**src/rtl/fpadd_pkg.sv**
```systemverilog
// ----------------------------------------------------------------------------
// fpadd_pkg
// Shared types and constants for the same-sign FP32 add sequencer.
//   fp32_t        packed IEEE-754 single {sign, exp, frac}
//   fsm_state_e   sequencer states
//   MANT_W        mantissa width including the implicit leading 1
//   EXP_MAX       saturated (infinity) exponent
//   mant_of()     24-bit mantissa of an operand; exp==0 is treated as zero
// ----------------------------------------------------------------------------
package fpadd_pkg;

   localparam int unsigned MANT_W  = 24;
   localparam int unsigned EXP_W   = 8;
   localparam int unsigned FRAC_W  = 23;
   localparam logic [7:0]  EXP_MAX = 8'hFF;

   typedef struct packed {
      logic              sign;
      logic [EXP_W-1:0]  exp;
      logic [FRAC_W-1:0] frac;
   } fp32_t;

   typedef enum logic [2:0] {
      IDLE  = 3'd0,
      ALIGN = 3'd1,
      ADD   = 3'd2,
      NORM  = 3'd3,
      DONE  = 3'd4
   } fsm_state_e;

   // Prepend the implicit 1; a zero exponent flushes the operand to zero.
   function automatic logic [MANT_W-1:0] mant_of(input fp32_t x);
      return (x.exp == 8'h00) ? '0 : {1'b1, x.frac};
   endfunction

endpackage

```
**src/rtl/fpadd_seq_ctrl_if.sv**
```systemverilog
// ----------------------------------------------------------------------------
// fpadd_seq_ctrl_if
// Operand-in / result-out handshake bundle for fpadd_seq_ctrl.
//   in_valid/in_ready, a, b            operand pair handshake (issue side)
//   out_valid/out_ready, result        result handshake (writeback side)
//   overflow, sign_mismatch, busy      status alongside the result
// modport slave  : the sequencer
// modport master : the issue/writeback side driving it
// ----------------------------------------------------------------------------
interface fpadd_seq_ctrl_if;
   import fpadd_pkg::*;

   logic  in_valid;
   logic  in_ready;
   fp32_t a;
   fp32_t b;
   logic  out_valid;
   logic  out_ready;
   fp32_t result;
   logic  overflow;
   logic  sign_mismatch;
   logic  busy;

   modport master (
      output in_valid, a, b, out_ready,
      input  in_ready, out_valid, result, overflow, sign_mismatch, busy
   );

   modport slave (
      input  in_valid, a, b, out_ready,
      output in_ready, out_valid, result, overflow, sign_mismatch, busy
   );

endinterface

```
**src/rtl/fpadd_align_shift.sv**
```systemverilog
// ----------------------------------------------------------------------------
// fpadd_align_shift
// Iterative right shifter with a down-counter for mantissa alignment.
// Optional feature macro: FPADD_RNE_ROUND_EN (keeps guard/round/sticky).
//   clk, reset  clock, synchronous active-high reset
//   load        capture diff and mant_in (diff >= MAX_ALIGN clears the mantissa)
//   diff        exponent difference = number of bit positions to shift
//   mant_in     unaligned smaller mantissa
//   step_en     shift by min(SHIFT_STEP, remaining) this cycle
//   mant_out    aligned mantissa (registered)
//   grs         guard/round/sticky bits (FPADD_RNE_ROUND_EN only)
//   done        registered: at most one step remains (so the current step is the last)
// ----------------------------------------------------------------------------
module fpadd_align_shift
   import fpadd_pkg::*;
#(
   parameter int unsigned SHIFT_STEP = 1,
   parameter int unsigned MAX_ALIGN  = 25
) (
   input  logic              clk,
   input  logic              reset,
   input  logic              load,
   input  logic [7:0]        diff,
   input  logic [MANT_W-1:0] mant_in,
   input  logic              step_en,
   output logic [MANT_W-1:0] mant_out,
`ifdef FPADD_RNE_ROUND_EN
   output logic [2:0]        grs,
`endif
   output logic              done
);

   localparam int unsigned CNT_W = 8;

   logic [CNT_W-1:0]  cnt_q,  cnt_d;
   logic [MANT_W-1:0] mant_q, mant_d;
   logic              done_q, done_d;
`ifdef FPADD_RNE_ROUND_EN
   logic [2:0]        grs_q,  grs_d;
`endif

   // Load / shift-step next-state
   always_comb begin
      cnt_d  = cnt_q;
      mant_d = mant_q;
`ifdef FPADD_RNE_ROUND_EN
      grs_d  = grs_q;
`endif
      if (load) begin
         if (32'(diff) >= MAX_ALIGN) begin
            cnt_d  = '0;
            mant_d = '0;
`ifdef FPADD_RNE_ROUND_EN
            // Far below half an ulp: only the sticky bit survives.
            grs_d  = {2'b00, |mant_in};
`endif
         end else begin
            cnt_d  = diff;
            mant_d = mant_in;
`ifdef FPADD_RNE_ROUND_EN
            grs_d  = '0;
`endif
         end
      end else if (step_en && (cnt_q != '0)) begin
         // One bit at a time, stopping early when fewer than SHIFT_STEP remain.
         for (int unsigned i = 0; i < SHIFT_STEP; i++) begin
            if (i < 32'(cnt_q)) begin
`ifdef FPADD_RNE_ROUND_EN
               grs_d = {mant_d[0], grs_d[2], grs_d[1] | grs_d[0]};
`endif
               mant_d = mant_d >> 1;
            end
         end
         cnt_d = (32'(cnt_q) <= SHIFT_STEP) ? '0 : cnt_q - CNT_W'(SHIFT_STEP);
      end
      done_d = (32'(cnt_d) <= SHIFT_STEP);
   end

   // State registers
   always_ff @(posedge clk) begin
      if (reset) begin
         cnt_q  <= '0;
         mant_q <= '0;
         done_q <= 1'b1;
`ifdef FPADD_RNE_ROUND_EN
         grs_q  <= '0;
`endif
      end else begin
         cnt_q  <= cnt_d;
         mant_q <= mant_d;
         done_q <= done_d;
`ifdef FPADD_RNE_ROUND_EN
         grs_q  <= grs_d;
`endif
      end
   end

   assign mant_out = mant_q;
   assign done     = done_q;
`ifdef FPADD_RNE_ROUND_EN
   assign grs      = grs_q;
`endif

endmodule

```
**src/rtl/fpadd_seq_ctrl.sv**
```systemverilog
// ----------------------------------------------------------------------------
// fpadd_seq_ctrl
// Multi-cycle sequencer for single-precision same-sign FP addition:
// IDLE -> ALIGN -> ADD -> NORM -> DONE -> IDLE, one operation in flight.
// Optional feature macro: FPADD_RNE_ROUND_EN (round-to-nearest-even in NORM;
// undefined = truncation).
//   clk    clock, rising edge
//   reset  synchronous, active-high
//   bus    fpadd_seq_ctrl_if.slave: operand handshake (in_valid/in_ready, a, b),
//          result handshake (out_valid/out_ready, result), overflow,
//          sign_mismatch, busy. All bus outputs are registered.
// ----------------------------------------------------------------------------
module fpadd_seq_ctrl
   import fpadd_pkg::*;
#(
   parameter int unsigned SHIFT_STEP = 1,
   parameter int unsigned MAX_ALIGN  = 25
) (
   input  logic                  clk,
   input  logic                  reset,
   fpadd_seq_ctrl_if.slave       bus
);

   fsm_state_e        state_q, state_d;
   logic              sign_q, sign_d;
   logic [7:0]        exp_pre_q, exp_pre_d;
   logic [MANT_W-1:0] big_q, big_d;
   logic [MANT_W:0]   sum_q, sum_d;
   fp32_t             result_q, result_d;
   logic              overflow_q, overflow_d;
   logic              sign_mismatch_q, sign_mismatch_d;
   logic              out_valid_q, out_valid_d;
   logic              in_ready_q, in_ready_d;
   logic              busy_q, busy_d;

   fp32_t             op_a, op_b;
   logic              alessb;
   logic [7:0]        diff;
   logic [MANT_W-1:0] mant_a, mant_b;
   logic              accept;

   logic              sh_load, sh_step, sh_done;
   logic [MANT_W-1:0] sh_mant;
`ifdef FPADD_RNE_ROUND_EN
   logic [2:0]        sh_grs;
   logic [MANT_W-1:0] rnd_mant;
   logic [MANT_W:0]   rnd_sum;
   logic              rnd_g, rnd_r, rnd_s, rnd_inc;
`endif

   logic [8:0]        norm_exp9;
   logic [FRAC_W-1:0] norm_fract;
   fp32_t             norm_res;
   logic              norm_ovf;

   // Operand decode: zero-exponent operands always lose the compare
   assign op_a   = bus.a;
   assign op_b   = bus.b;
   assign mant_a = mant_of(op_a);
   assign mant_b = mant_of(op_b);
   assign alessb = (op_a.exp < op_b.exp) || (op_a.exp == 8'h00);
   assign diff   = alessb ? (op_b.exp - op_a.exp) : (op_a.exp - op_b.exp);
   assign accept = (state_q == IDLE) && bus.in_valid && in_ready_q;

   fpadd_align_shift #(
      .SHIFT_STEP (SHIFT_STEP),
      .MAX_ALIGN  (MAX_ALIGN)
   ) u_align (
      .clk      (clk),
      .reset    (reset),
      .load     (sh_load),
      .diff     (diff),
      .mant_in  (alessb ? mant_a : mant_b),
      .step_en  (sh_step),
      .mant_out (sh_mant),
`ifdef FPADD_RNE_ROUND_EN
      .grs      (sh_grs),
`endif
      .done     (sh_done)
   );

   // Normalize (and optionally round) the registered sum
   always_comb begin
      norm_exp9  = {1'b0, exp_pre_q};
      norm_fract = '0;
      norm_ovf   = 1'b0;
`ifdef FPADD_RNE_ROUND_EN
      if (sum_q[MANT_W]) begin
         rnd_mant  = sum_q[MANT_W:1];
         rnd_g     = sum_q[0];
         rnd_r     = sh_grs[2];
         rnd_s     = sh_grs[1] | sh_grs[0];
         norm_exp9 = {1'b0, exp_pre_q} + 9'd1;
      end else begin
         rnd_mant  = sum_q[MANT_W-1:0];
         rnd_g     = sh_grs[2];
         rnd_r     = sh_grs[1];
         rnd_s     = sh_grs[0];
      end
      rnd_inc = rnd_g & (rnd_r | rnd_s | rnd_mant[0]);
      rnd_sum = {1'b0, rnd_mant} + (MANT_W+1)'(rnd_inc);
      // Rounding carry out of the mantissa re-normalizes by one more bit.
      if (rnd_sum[MANT_W]) begin
         norm_fract = rnd_sum[FRAC_W:1];
         norm_exp9  = norm_exp9 + 9'd1;
      end else begin
         norm_fract = rnd_sum[FRAC_W-1:0];
      end
`else
      if (sum_q[MANT_W]) begin
         norm_fract = sum_q[FRAC_W:1];
         norm_exp9  = {1'b0, exp_pre_q} + 9'd1;
      end else begin
         norm_fract = sum_q[FRAC_W-1:0];
      end
`endif
      if (norm_exp9 >= 9'({1'b0, EXP_MAX})) begin
         norm_res = {sign_q, EXP_MAX, 23'h0};
         norm_ovf = 1'b1;
      end else begin
         norm_res = {sign_q, norm_exp9[7:0], norm_fract};
      end
   end

   // Next-state and registered-output logic
   always_comb begin
      state_d         = state_q;
      sign_d          = sign_q;
      exp_pre_d       = exp_pre_q;
      big_d           = big_q;
      sum_d           = sum_q;
      result_d        = result_q;
      overflow_d      = overflow_q;
      sign_mismatch_d = sign_mismatch_q;
      sh_load         = 1'b0;
      sh_step         = 1'b0;

      unique case (state_q)
         IDLE: begin
            if (accept) begin
               if (op_a.sign != op_b.sign) begin
                  state_d         = DONE;
                  sign_mismatch_d = 1'b1;
                  overflow_d      = 1'b0;
                  result_d        = '0;
               end else begin
                  sh_load   = 1'b1;
                  sign_d    = op_a.sign;
                  exp_pre_d = alessb ? op_b.exp : op_a.exp;
                  big_d     = alessb ? mant_b : mant_a;
                  // Nothing to shift (or everything shifted out): skip ALIGN.
                  state_d   = ((diff == 8'h00) || (32'(diff) >= MAX_ALIGN)) ? ADD : ALIGN;
               end
            end
         end
         ALIGN: begin
            sh_step = 1'b1;
            if (sh_done) state_d = ADD;
         end
         ADD: begin
            sum_d   = {1'b0, sh_mant} + {1'b0, big_q};
            state_d = NORM;
         end
         NORM: begin
            result_d   = norm_res;
            overflow_d = norm_ovf;
            state_d    = DONE;
         end
         DONE: begin
            if (bus.out_ready) begin
               state_d         = IDLE;
               overflow_d      = 1'b0;
               sign_mismatch_d = 1'b0;
            end
         end
         default: state_d = IDLE;
      endcase

      out_valid_d = (state_d == DONE);
      in_ready_d  = (state_d == IDLE);
      busy_d      = (state_d != IDLE);
   end

   // State registers
   always_ff @(posedge clk) begin
      if (reset) begin
         state_q         <= IDLE;
         sign_q          <= 1'b0;
         exp_pre_q       <= '0;
         big_q           <= '0;
         sum_q           <= '0;
         result_q        <= '0;
         overflow_q      <= 1'b0;
         sign_mismatch_q <= 1'b0;
         out_valid_q     <= 1'b0;
         in_ready_q      <= 1'b1;
         busy_q          <= 1'b0;
      end else begin
         state_q         <= state_d;
         sign_q          <= sign_d;
         exp_pre_q       <= exp_pre_d;
         big_q           <= big_d;
         sum_q           <= sum_d;
         result_q        <= result_d;
         overflow_q      <= overflow_d;
         sign_mismatch_q <= sign_mismatch_d;
         out_valid_q     <= out_valid_d;
         in_ready_q      <= in_ready_d;
         busy_q          <= busy_d;
      end
   end

   assign bus.in_ready      = in_ready_q;
   assign bus.out_valid     = out_valid_q;
   assign bus.result        = result_q;
   assign bus.overflow      = overflow_q;
   assign bus.sign_mismatch = sign_mismatch_q;
   assign bus.busy          = busy_q;

endmodule

```
**src/flat_wrapper.sv**
```systemverilog
// flat-port wrapper written by rule: the top's interface ports become plain ports
module fpadd_seq_ctrl_flat import fpadd_pkg::*;
#(
   parameter int unsigned SHIFT_STEP = 1,
   parameter int unsigned MAX_ALIGN  = 25
)
  (clk, reset, bus_in_valid, bus_a, bus_b, bus_out_ready, bus_in_ready, bus_out_valid, bus_result, bus_overflow, bus_sign_mismatch, bus_busy);
  fpadd_seq_ctrl_if bus_i ();
  input  logic clk;
  input  logic reset;
  input wire logic [$bits(bus_i.in_valid)-1:0] bus_in_valid;
  input wire logic [$bits(bus_i.a)-1:0] bus_a;
  input wire logic [$bits(bus_i.b)-1:0] bus_b;
  input wire logic [$bits(bus_i.out_ready)-1:0] bus_out_ready;
  output wire logic [$bits(bus_i.in_ready)-1:0] bus_in_ready;
  output wire logic [$bits(bus_i.out_valid)-1:0] bus_out_valid;
  output wire logic [$bits(bus_i.result)-1:0] bus_result;
  output wire logic [$bits(bus_i.overflow)-1:0] bus_overflow;
  output wire logic [$bits(bus_i.sign_mismatch)-1:0] bus_sign_mismatch;
  output wire logic [$bits(bus_i.busy)-1:0] bus_busy;
  assign bus_i.in_valid = bus_in_valid;
  assign bus_i.a = bus_a;
  assign bus_i.b = bus_b;
  assign bus_i.out_ready = bus_out_ready;
  assign bus_in_ready = bus_i.in_ready;
  assign bus_out_valid = bus_i.out_valid;
  assign bus_result = bus_i.result;
  assign bus_overflow = bus_i.overflow;
  assign bus_sign_mismatch = bus_i.sign_mismatch;
  assign bus_busy = bus_i.busy;
  fpadd_seq_ctrl #(.SHIFT_STEP(SHIFT_STEP), .MAX_ALIGN(MAX_ALIGN)) u_core (.clk(clk), .reset(reset), .bus(bus_i));
endmodule
```
**config.mk**
```make
export PLATFORM = sky130hd
export DESIGN_NAME = fpadd_seq_ctrl_flat
export DESIGN_NICKNAME = d
export VERILOG_FILES = /design/src/rtl/fpadd_pkg.sv /design/src/rtl/fpadd_seq_ctrl_if.sv /design/src/rtl/fpadd_align_shift.sv /design/src/rtl/fpadd_seq_ctrl.sv /design/src/flat_wrapper.sv
export SDC_FILE = /design/constraint.sdc
export NUM_CORES = 1
export LEC_CHECK = 0
export ABC_AREA = 1
export ABC_CLOCK_PERIOD_IN_PS = 6900
export CAP_MARGIN = 10
export CORE_ASPECT_RATIO = 1.2
export CORE_MARGIN = 10
export CORE_UTILIZATION = 50
export CTS_CLUSTER_DIAMETER = 150
export DETAILED_ROUTE_END_ITERATION = 16
export HOLD_SLACK_MARGIN = 0.12
export PLACE_DENSITY = 0.73
export RECOVER_POWER = 25
export SLEW_MARGIN = 30
export SYNTH_ARGS = -nofsm -noshare
export SYNTH_HDL_FRONTEND = slang
export SYNTH_SLANG_ARGS = --single-unit
export TNS_END_PERCENT = 1
```
**constraint.sdc**
```tcl
create_clock -name clk -period 6.9 [get_ports clk]
set_clock_uncertainty 0.2 [all_clocks]
set_input_delay 1.38 -clock clk [delete_from_list [all_inputs] [get_ports clk]]
set_output_delay 1.38 -clock clk [all_outputs]
set_load 0.05 [all_outputs]
```
* After elaboration in Yosys (flattened, before gate mapping)
Index checks and enable logic that the tools add are counted.
Widths: inputs -> output; s select.
** Cells by class
- Bitwise logic cells :: 1
- Order comparisons :: 6
- Mux-type cells :: 38
- Reduce and logical (&&, ||, !) cells :: 22
- $add $sub $neg :: 5
- Equal/unequal tests :: 9
** Operators with widths (number)
- $mux 24 :: 8
- $mux 32 :: 2
- $pmux 32 s2 :: 1
- $mux 8 :: 6
- $mux 31 :: 1
- $add 24x24->25 :: 1
- $logic_not 8->1 :: 3
- $mux 23 :: 1
- $le 8x1->1 const B :: 2
- $sub 8x8->8 :: 2
- $pmux 3 s5 :: 1
- $mux 3 :: 4
- $mux 1 :: 10
- $add 8x1->9 const B :: 1
- $ge 9x8->1 const B :: 1
- $mux 9 :: 1
- $ge 8x5->1 const B :: 1
- $lt 1x8->1 const A :: 1
- $lt 8x8->1 :: 1
- $reduce_and 4->1 :: 2
- $reduce_bool 2->1 :: 4
- $reduce_bool 8->1 :: 1
- $sub 8x1->8 const B :: 1
- $eq 3x2->1 const B :: 2
- other kinds (15) :: 23
** Word-level totals
- Output and inout bits :: 37
- Bits of input ports :: 68
- Register bits :: 131
- Logic and storage cells :: 97

* Depth between registers and ports, before layout
- Depth after elaboration :: 10
- Gate-level depth with buffers :: 21
- Depth with buffers taken out :: 21

* Modules after synthesis
From an unflattened synthesis, not the netlist that was laid out.
** Unflattened totals
- Cell total of the unflattened synthesis :: 1366
- Area, all modules :: 8932.3 sq um
** By module, submodules not included
- fpadd_seq_ctrl :: cells an instance 1119, sequential area each 1961.9 sq um, times used 1, area an instance 7153.1 sq um
- fpadd_align_shift :: cells an instance 247, sequential area each 660.6 sq um, times used 1, area an instance 1779.2 sq um

* Least setup slack after synthesis
OpenSTA, ideal clock, no wires.
- Path kind :: in2reg
- From :: input port bus_a[23]
- To :: register u_core.u_align.mant_q[10] (netlist: u_core.u_align.mant_out[10])
- Data required time :: 6.629 ns
- Data arrival time :: 3.390 ns
- Library setup time :: 0.071 ns
- Buffers on the path :: 2
- Stages on the path :: 18
- Setup slack :: 3.239 ns
- Cells stage by stage :: inv_1 ha_1 fa_1 inv_1 nand3_1 nand2_1 nand2_4 nand2_8 nand2_4 buf_8 nand3_2 nand2_2 nor2_8 nand2_4 nor2_8 buf_8 nand3_2 a21oi_2
** On the way
- Longest elaborated chain between the ends :: 6
- Elaborated cells on any way between the ends :: 11
- Those cells by class :: add/sub: 2; order compare: 2; mux: 5; reduce/logical: 2
** Ends and longest elaborated chain
- start: declaration :: line flat_wrapper.sv:12 : input wire logic [$bits(bus_i.a)-1:0] bus_a;
- $lt 8x8->1 or $logic_not 8->1 (tied branches) :: line fpadd_seq_ctrl.sv:61, fpadd_pkg.sv:33
- $logic_or 1x1->1 :: line fpadd_seq_ctrl.sv:61 : assign alessb = (op_a.exp < op_b.exp) || (op_a.exp == 8'h00);
- $mux 8 :: line fpadd_seq_ctrl.sv:62 : assign diff = alessb ? (op_b.exp - op_a.exp) : (op_a.exp - op_b.exp);
- $ge 8x5->1 :: line fpadd_align_shift.sv:50 : if (32'(diff) >= MAX_ALIGN) begin
- $mux 24 * :: line fpadd_align_shift.sv:50
- $mux 24 * :: line fpadd_align_shift.sv:49 : if (load) begin
- end signal: assignment :: line fpadd_align_shift.sv:90 : mant_q <= mant_d;
- end: declaration :: line fpadd_align_shift.sv:36 : logic [MANT_W-1:0] mant_q, mant_d;
Mark *: on every way between the ends. The rest lies on a longest branch, timed or not.
A chain may end at the register's enable or synchronous reset.

* Worst setup path in the final report
- From :: input port bus_a[23]
- To :: register u_core.u_align.mant_q[13] (netlist: u_core.u_align.mant_out[13])
Same word-level chain as after synthesis.

==> run_results.csv <==
group,metric,value,unit
run_status,status,"finished with violations",
clock_tree,clk_pin_slew_worst_paths,0.05,ns
placement,portBuffers,104,
sta,timing.fmax,219,MHz
worst_setup_path,slowest_stage,"clkdlybuf4s50_1",
logic_synthesis,synthFlopType,"dfxtp_1",
floorplanning,core-area,17400,µm²
sta,hold_viol,0,
floorplanning,die-area,23500,µm²
placement,dp_hpwl,17300,µm
clock_tree,numCtsBuffers,17,
global_routing,grt_max_degree,81,
logic_synthesis,synth_common_cells,"nand2_1 (267), inv_1 (193), dfxtp_1 (131)",
logic_synthesis,synthTopCellsByArea,"dfxtp_1 (30%), nand2_1 (11%), inv_1 (8.2%)",
sta,setup-tns-final,0,ns
logic_synthesis,syn_area,8850,µm²
sta,final_max_slew_viol_count,48,
clock_tree,tritoncts,"yes",
worst_hold_path,min-delay-start,"u_core.bus.result[16]",
detailed_routing,dr.pass1.iters,5,
logic_synthesis,ys_types,50,
power_and_ir_drop,p_per_area,247,nW/µm²
logic_synthesis,async_flop_share,0,%
power_and_ir_drop,ir_worst_vdd,0.181,mV
logic_synthesis,synth-edff-count,0,
clock_tree,insertion_delay,0.42,ns
floorplanning,fp.dieW,141,µm
clock_tree,numClockSinks,131,
cells_and_area,fin_nets,1484,
floorplanning,start_util,50.8,%
flow_run,cap_violations,1,
global_routing,antenna_found_initial,0,
clock_tree,ctsHtreeMaxLevel,4,
sta,relSlewSlack,-40.1,%
logic_synthesis,synth_area_per_cell,6.78,µm²
detailed_routing,via_per_inst,5.33,
logic_synthesis,syn_nets,1418,
logic_synthesis,seq_area_frac_synth,29.6,%
logic_synthesis,synthCells,1305,
floorplanning,die_height,166,µm
logic_synthesis,synth_most_common_cell,"nand2_1",
detailed_routing,drc,0,
clock_tree,hold_buffers,0,
clock_tree,postCtsSetupBuffers,0,
sta,rsz0062_at_grt,"no",
floorplanning,io_pins,105,
sta,holdWs,0.259,ns
run_status,violations,"max-capacitance violations, max-slew violations",
placement,place_ws,1.88,ns
worst_setup_path,endpoint_kind,"flop",
logic_synthesis,yosys_register_bits,131,
global_routing,grt_pass1_wl,39400,µm
worst_setup_path,critPathBufInv,3,
detailed_routing,routed_wl,23200,µm
worst_setup_path,cp_cell_sequence,"clkdlybuf4s50_1 -> inv_1 -> ha_1 -> fa_1 -> inv_1 -> nand3_1 -> nand2_1 -> nand2_4 -> nand2_8 -> nand2_4 -> nand3_2 -> nand2_2 -> nor2_8 -> nand2_4 -> nor2_8 -> nand3_2 -> a21oi_2",
worst_setup_path,cp.arrival,4.72,ns
logic_synthesis,synth_top_area_share,29.6,%
worst_setup_path,worstSetupPathType,"in2reg",
worst_hold_path,hold_class,"reg2reg",
worst_setup_path,start_kind,"input pin",
sta,setup_viol,0,
worst_setup_path,required,7.05,ns
worst_setup_path,r2r_start,"u_core.state_q[1]",
cells_and_area,drive_above_1_share,9.27,%
detailed_routing,antenna_left,0,
sta,period_minus_slack,4.57,ns
global_routing,grt_usage,19.7,%
global_routing,grt-ovfl-total,0,
worst_setup_path,slowest_delay,0.52,ns
worst_setup_path,path_common_cell,"nand2_4",
global_routing,grt_pass1_vias,8162,
sta,worstMarginPinSlew,2.10,ns
detailed_routing,drt_iter0_markers,617,
detailed_routing,vias,8534,
logic_synthesis,ys_warn_count,0,
worst_setup_path,path_delay_family,"simple AND/OR/NAND/NOR gates",
cells_and_area,syn_to_final_growth,18.6,%
floorplanning,rows,53,
worst_setup_path,crit_start,"bus_a[23]",
sta,fin_crit_sh,66.2,%
worst_setup_path,worstPathMaxFanout,49,
cells_and_area,n_fill_cell,1647,
power_and_ir_drop,power_leakage,4.77,nW
placement,gp_congestion,0.916,
detailed_routing,wire_per_inst,14.5,µm
sta,fin_ws,2.33,ns
clock_tree,clock-root-buffer,"clkbuf_16",
clock_tree,cts_buffer_depth,2,
cells_and_area,num_antenna_cells,0,
clock_tree,postCtsResizedCells,0,
logic_synthesis,yosysTopAreaCell,"dfxtp_1",
[path summary, 6_finish.rpt]
check	endpoint	slack, ns	cells after the start
max	u_core.u_align.mant_out[13]	2.33	17
min	u_core.bus.result[16]	0.26	2
max reg2reg	u_core.u_align.done	3.71	14
min reg2reg	u_core.bus.result[16]	0.26	2
[cells by family (layout without fill, tap and decap cells)]
group	count (synthesis)	after routing	share of synthesized area, %
AO/OA/AOI/OAI	307	307	20.0
XOR/XNOR	27	27	2.67
adder cells (fa/ha/maj)	45	45	6.61
buffers and inverters	265	341	11.8
flip-flops	131	131	29.6
multiplexers	17	17	2.16
AND/OR/NAND/NOR	513	513	27.1
[power by group]
group	total [mW]	internal, mW	switching, mW	leakage, nW
clock network	0.863	0.552	0.311	0.272
logic	0.801	0.272	0.529	3.43
registers	0.933	0.860	0.0725	1.06
[cell type report]
type,instances,area (µm²),share of cell area (%)
flip-flops and latches,131,2620,25.0
multi-input cells,909,5200,49.5
repair buffers,112,1090,10.4
clock inverters,5,77.6,0.739
well taps,220,275,2.62
inverters,200,751,7.15
clock buffers,24,482,4.59
[sequential cells by signal, indices dropped and copies added (netlist names)]
signal,cells
u_core.bus.result,32
u_core.sum_q,25
u_core.big_q,24
u_core.u_align.mant_out,24
u_core.exp_pre_q,8
u_core.u_align.cnt_q,8
u_core.state_q,3
u_core.bus.busy,1
u_core.bus.in_ready,1
u_core.bus.out_valid,1
u_core.bus.overflow,1
u_core.bus.sign_mismatch,1
u_core.sign_q,1
u_core.u_align.done,1
[per-stage QoR]
step	instance area, µm²	cells	power (mW)	util [%]
2_1_floorplan	8850	1305	1.53	-
6_report	10500	1601	2.60	60.2
3_5_place_dp	9940	1572	1.74	57.0
3_3_place_gp	9940	1572	1.73	57.0
4_1_cts	10500	1601	2.61	60.2
5_1_grt	10500	1601	2.77	60.2
[routing by layer]
metal / part of all wire, % / GRT usage [%] / vias up / wire length, µm
li1: - / - / 4440 / -
met1: 47 / 26.5 / 3811 / 10900
met2: 45 / 31.1 / 262 / 10600
met3: 6.6 / 4.26 / 21 / 1540
met4: 1.0 / 4.98 / 0 / 237
met5: 0 / 0 / - / 0
[worst register-to-register path: cells and delay by family (launching register included)]
| kind | cells | cell delay (ns) |
|---|---|---|
| buffers and inverters | 4 | 1.25 |
| DFF | 1 | 0.35 |
| and+or+nand+nor | 7 | 0.77 |
| AOI/OAI and AO/OA | 3 | 0.57 |
[placed cells by master (no fill, tap or decap), types with 3 or more instances in the layout]
| cell | n |
|---|---|
| a21oi_1 | 112 |
| a21oi_2 | 21 |
| a22oi_1 | 4 |
| a31oi_1 | 18 |
| buf_4 | 7 |
| clkbuf_1 | 5 |
| clkbuf_16 | 17 |
| clkbuf_8 | 3 |
| clkdlybuf4s50_1 | 89 |
| dfxtp_1 | 131 |
| dlygate4sd3_1 | 14 |
| fa_1 | 3 |
| ha_1 | 42 |
| inv_1 | 191 |
| inv_2 | 8 |
| mux2_2 | 17 |
| nand2_1 | 267 |
| nand2_2 | 7 |
| nand2_4 | 4 |
| nand3_1 | 71 |
| nand3_2 | 22 |
| nand4_1 | 35 |
| nor2_1 | 82 |
| nor2_4 | 3 |
| nor3_1 | 8 |
| nor3_2 | 4 |
| o211ai_1 | 30 |
| o21ai_0 | 106 |
| xnor2_1 | 5 |
| xor2_1 | 22 |
Power figures use the tool's default switching activity.
